`src/rtl/lc3b_types.sv`:
```
// Shared LC-3b types: machine word and the memory arbiter state encoding.
package lc3b_types;

    localparam int WORD_W = 16;

    typedef logic [WORD_W-1:0] lc3b_word;

    typedef enum logic [1:0] {
        ARB_IDLE,
        ARB_A_BUSY,
        ARB_B_BUSY
    } mem_arb_state_t;

endpackage

```
`src/rtl/arb_port_hold.sv`:
```
// Per-port completion flag and read-data hold register; the flag is held
// until the pipeline advances so the datapath sees a stable response.
module arb_port_hold
    import lc3b_types::*;
#(
    parameter int DATA_W = WORD_W
) (
    input  logic              clk,
    input  logic              rst,
    input  logic              complete,
    input  logic              is_read,
    input  logic [DATA_W-1:0] rdata,
    input  logic              advance,
    output logic              resp,
    output logic [DATA_W-1:0] rdata_q
);

    logic done_q;

    // A completion on the same edge as advance wins: that response belongs
    // to the next pipeline step.
    always_ff @(posedge clk or posedge rst) begin
        if (rst) begin
            done_q  <= 1'b0;
            rdata_q <= '0;
        end else begin
            if (complete) begin
                done_q <= 1'b1;
            end else if (advance) begin
                done_q <= 1'b0;
            end
            if (complete && is_read) begin
                rdata_q <= rdata;
            end
        end
    end

    assign resp = done_q;

endmodule

```
`src/rtl/mem_arbiter.sv`:
```
// Merges the instruction port (A, read-only) and data port (B, read/write)
// onto a single physical memory port with fixed B priority.
module mem_arbiter
    import lc3b_types::*;
#(
    parameter int ADDR_W = WORD_W,
    parameter int DATA_W = WORD_W
) (
    input  logic                clk,
    input  logic                rst,
    input  logic                advance,
    input  logic                a_read,
    input  logic [ADDR_W-1:0]   a_address,
    output logic                a_resp,
    output logic [DATA_W-1:0]   a_rdata,
    input  logic                b_read,
    input  logic                b_write,
    input  logic [DATA_W/8-1:0] b_wmask,
    input  logic [ADDR_W-1:0]   b_address,
    input  logic [DATA_W-1:0]   b_wdata,
    output logic                b_resp,
    output logic [DATA_W-1:0]   b_rdata,
    output logic                pmem_read,
    output logic                pmem_write,
    output logic [DATA_W/8-1:0] pmem_wmask,
    output logic [ADDR_W-1:0]   pmem_address,
    output logic [DATA_W-1:0]   pmem_wdata,
    input  logic [DATA_W-1:0]   pmem_rdata,
    input  logic                pmem_resp
);

    mem_arb_state_t state_q, state_d;

    logic                req_write;
    logic [ADDR_W-1:0]   req_addr;
    logic [DATA_W/8-1:0] req_wmask;
    logic [DATA_W-1:0]   req_wdata;

    logic pend_a, pend_b;
    logic complete_a, complete_b;

    // done flags block reissue, so A cannot be starved by a persistent B
    assign pend_a = a_read & ~a_resp;
    assign pend_b = (b_read | b_write) & ~b_resp;

    always_ff @(posedge clk or posedge rst) begin
        if (rst) begin
            state_q <= ARB_IDLE;
        end else begin
            state_q <= state_d;
        end
    end

    always_comb begin
        state_d = state_q;
        unique case (state_q)
            ARB_IDLE: begin
                if (pend_b) begin
                    state_d = ARB_B_BUSY;
                end else if (pend_a) begin
                    state_d = ARB_A_BUSY;
                end
            end
            ARB_A_BUSY, ARB_B_BUSY: begin
                if (pmem_resp) begin
                    state_d = ARB_IDLE;
                end
            end
            default: state_d = ARB_IDLE;
        endcase
    end

    always_comb begin
        pmem_read  = 1'b0;
        pmem_write = 1'b0;
        unique case (state_q)
            ARB_A_BUSY: pmem_read = 1'b1;
            ARB_B_BUSY: begin
                pmem_read  = ~req_write;
                pmem_write = req_write;
            end
            default: ;
        endcase
    end

    // Request registers are loaded only on the grant edge so pmem_* stays
    // stable however the ports change while busy.
    always_ff @(posedge clk or posedge rst) begin
        if (rst) begin
            req_write <= 1'b0;
            req_addr  <= '0;
            req_wmask <= '0;
            req_wdata <= '0;
        end else if (state_q == ARB_IDLE) begin
            if (pend_b) begin
                req_write <= b_write;
                req_addr  <= b_address;
                req_wmask <= b_wmask;
                req_wdata <= b_wdata;
            end else if (pend_a) begin
                req_write <= 1'b0;
                req_addr  <= a_address;
                req_wmask <= '0;
                req_wdata <= '0;
            end
        end
    end

    assign pmem_address = req_addr;
    assign pmem_wmask   = req_wmask;
    assign pmem_wdata   = req_wdata;

    // A port that dropped its request mid-access gets no completion.
    assign complete_a = (state_q == ARB_A_BUSY) & pmem_resp & a_read;
    assign complete_b = (state_q == ARB_B_BUSY) & pmem_resp & (b_read | b_write);

    arb_port_hold #(.DATA_W(DATA_W)) u_hold_a (
        .clk      (clk),
        .rst      (rst),
        .complete (complete_a),
        .is_read  (1'b1),
        .rdata    (pmem_rdata),
        .advance  (advance),
        .resp     (a_resp),
        .rdata_q  (a_rdata)
    );

    arb_port_hold #(.DATA_W(DATA_W)) u_hold_b (
        .clk      (clk),
        .rst      (rst),
        .complete (complete_b),
        .is_read  (~req_write),
        .rdata    (pmem_rdata),
        .advance  (advance),
        .resp     (b_resp),
        .rdata_q  (b_rdata)
    );

endmodule
```
`config.mk`:
```
export PLATFORM = sky130hd
export DESIGN_NAME = mem_arbiter
export DESIGN_NICKNAME = d
export VERILOG_FILES = /design/src/rtl/lc3b_types.sv /design/src/rtl/arb_port_hold.sv /design/src/rtl/mem_arbiter.sv
export SDC_FILE = /design/constraint.sdc
export NUM_CORES = 1
export LEC_CHECK = 0
export CAP_MARGIN = 20
export CORE_MARGIN = 1.5
export CORE_UTILIZATION = 40
export DETAILED_ROUTE_END_ITERATION = 7
export PLACE_DENSITY = 0.82
export SYNTH_ARGS = -nofsm -noshare
export SYNTH_HDL_FRONTEND = slang
export SYNTH_SLANG_ARGS = --single-unit
```
`constraint.sdc`:
```
create_clock -name clk -period 2.67 [get_ports clk]
set_input_delay 0.267 -clock clk [delete_from_list [all_inputs] [get_ports clk]]
set_output_delay 0.267 -clock clk [all_outputs]
set_load 0.05 [all_outputs]
```
==> metrics.md <==
| Metric | Value |
|---|---|
| Period utilization | `87.8%` |
| Mean Syn Cell Area | `14.8 sq um` |
| Reg2reg setup slack | `0.69 ns` |
| Hold_buf cts | `0` |
| Setup crit end kind | `primary output` |
| 1st-pass router iterations | `7` |
| Worst r2r dst | `pmem_wmask[1]` |
| Synth Register Bits | `71` |
| Final instance area | `0.00456 sq mm` |
| Max Slew Vio Count | `0` |
| P&R area growth vs syn | `58.3%` |
| Final WS setup | `0.325 ns` |
| Setup-failing EPs final | `0` |
| Yosys warning total | `0` |
| CTS tree | `built` |
| Clk pin slew, worst setup/hold paths | `0.07 ns` |
| Mapped Nets | `271` |
| # Max-Cap Violations | `0` |
| Residual DRC | `0` |
| Final hold violation count | `0` |
| Die width | `87.9 um` |
| H-tree lvl count | `3` |
| Wirelength per Cell | `16.4 um` |
| Final ANT Viol Nets | `0` |
| Layout Nets | `417` |
| Critical path peak fanout | `3` |
| Total Negative Setup Slacks | `0 ns` |
| DP Area | `0.00438 sq mm` |
| Largest net degree at the start of global routing | `72` |
| Rel. slew slack | `53.0%` |
| Clock Latency Late Sink | `0.33 ns` |
| Die H | `87.9 um` |
| Worst slew pin tran | `0.700 ns` |
| Number of global-route vias before repair | `2244` |
| GP Congestion | `0.771` |
| DP HPWL | `5200 um` |
| Commonest non-fill, non-tap cell in the layout | `clkdlybuf4s50_1` |
| Worst Skew | `0.00827 ns` |
| Via density | `5.07` |
| Post-Syn Instances | `195` |
| Post-CTS Setup Inserts | `0` |
| Antenna Cells | `0` |
| Fin util | `66.4%` |
| Routed via count | `2237` |
| Pre-CTS WS | `0.591 ns` |
| Post-CTS Resized | `0` |
| RSZ-0062 raised after global routing | `no` |
| FF-to-FF path depth | `5` |
| Min-delay worst type | `in2async` |
| Core ar. | `0.00687 sq mm` |
| Post-synthesis sequential area ratio | `61.7%` |
| Peak VDD IR | `0.000820 V` |
| Post-synthesis cell type count | `30` |
| Total GRT Usage | `19.0%` |
| Root buffer cell | `clkbuf_8` |
| Layout cells sized above 1 | `20.3%` |
| Total wire length | `7240 um` |
| Pwr Total | `6.65 mW` |
| Num rows | `30` |
| Fmax | `426 MHz` |
| DRT iter0 DRCs | `111` |
| Cts bufs inserted | `9` |
| Status | `finished clean` |
| Worst Setup Start Kind | `flop` |
| Leakage | `1.89 nW` |
| Origin of the worst setup path | `state_q[0]` |
| Worst EP required | `2.40 ns` |
| CTS Sinks | `71` |
| Worst setup path class | `reg2out` |
| Number of I/O pins | `143` |
| Reg2reg start | `state_q[0]` |
| Most frequent cells in the layout | `clkdlybuf4s50_1, dfrtp_1, mux2_2` |
| PwrDens | `1460 mW/mm^2` |
| Cell area after synthesis | `0.00288 sq mm` |
| Full die area | `0.00772 sq mm` |
| First-pass GRT wire length | `11100 um` |
| I/O Buffers | `142` |
| Longest Clk Path Bufs | `2` |
| Minimum clock period | `2.34 ns` |
| Data arrival, critical path | `2.08 ns` |
| Initial antenna violation count | `0` |
| GRT Residual Overflow | `0` |
| Initial Util | `41.9%` |
-- how the worst max path moves through the flow --
| stage | slack, ns | depth (start not counted) | to |
|---|---|---|---|
| 6_report | 0.33 | 5 | pmem_read |
| 3_5_place_dp | 0.59 | 5 | pmem_address[10] |
| 5_1_grt | 0.20 | 5 | pmem_read |
| 3_3_place_gp | 0.67 | 5 | pmem_address[14] |
| 4_1_cts | 0.29 | 5 | pmem_read |
| 2_1_floorplan | 0.61 | 1 | pmem_address[0] |
-- cell usage after synthesis --
cell | instances | area, sq um
dfrtp_1 | 71 | 1780
mux2_2 | 32 | 360
a22o_1 | 19 | 166
o221a_2 | 16 | 180
or3_1 | 16 | 100
inv_1 | 5 | 18.8
buf_2 | 3 | 15.0
buf_4 | 3 | 22.5
ha_1 | 3 | 37.5
nor2b_1 | 3 | 18.8
o21ai_0 | 3 | 15.0
a21oi_1 | 2 | 10.0
buf_6 | 2 | 22.5
a21boi_2 | 1 | 11.3
a21boi_4 | 1 | 18.8
and2_1 | 1 | 6.26
and2_4 | 1 | 8.76
buf_8 | 1 | 15.0
clkbuf_1 | 1 | 3.75
clkbuf_2 | 1 | 5.00
nand2_1 | 1 | 3.75
nand2b_1 | 1 | 6.26
nand3_1 | 1 | 5.00
nand3b_1 | 1 | 7.51
nor2_2 | 1 | 6.26
o211ai_1 | 1 | 7.51
o21a_1 | 1 | 7.51
o21ba_1 | 1 | 10.0
o21bai_1 | 1 | 7.51
o22ai_1 | 1 | 6.26
-- report_power, final --
group	switching [mW]	leakage [nW]	internal [mW]
Sequential	0.271	0.858	1.58
Clock	0.381	0.0892	0.424
Combinational	2.50	0.941	1.49
Total	3.15	1.89	3.50
-- area by class of cell --
cell class | instances | area, sq um
multi-input combinational | 108 | 1000
timing repair buffer | 146 | 1460
clock buffer | 11 | 131
clock inverter | 4 | 47.5
sequential | 71 | 1780
fill | 536 | 2310
tap | 96 | 120
inverter | 5 | 18.8
-- flip-flops by register name, summed over array words and instances (netlist names), 2 cells and up --
name              count
pmem_wmask            2
state_q               2
pmem_address         16
u_hold_a.rdata_q     16
u_hold_b.rdata_q     16
pmem_wdata           16
-- critical path: stages (launching register included) --
cell	delay, ns
dfrtp_1	0.38
inv_1	0.10
ha_1	0.19
nor2b_1	0.14
o21a_1	0.11
clkdlybuf4s50_1	0.82
-- cell families after synthesis --
family	after synthesis	synth area share, %
flip-flops	71	61.7
AO/OA/AOI/OAI	47	15.3
multiplexers	32	12.5
AND/OR/NAND/NOR	26	5.65
buffers and inverters	16	3.56
adder cells (fa/ha/maj)	3	1.30
-- routing by layer --
| metal | vias up | GRT usage (%) | part of all wire, % |
|---|---|---|---|
| met1 | 1098 | 24.3 | 42 |
| met3 | 15 | 6.13 | 8.0 |
| met4 | 0 | 7.94 | 1.9 |
| met5 | - | 0 | 0 |
| met2 | 97 | 29.8 | 48 |
| li1 | 1027 | - | - |
-- stage by stage --
step	hold WS, ns	std cells
global route	0.384	441
CTS	0.341	441
floorplan	0.363	195
detailed placement	0.482	426
finish	0.326	441
global placement	0.481	426
No activity file was read; power rests on OpenSTA's default activity.
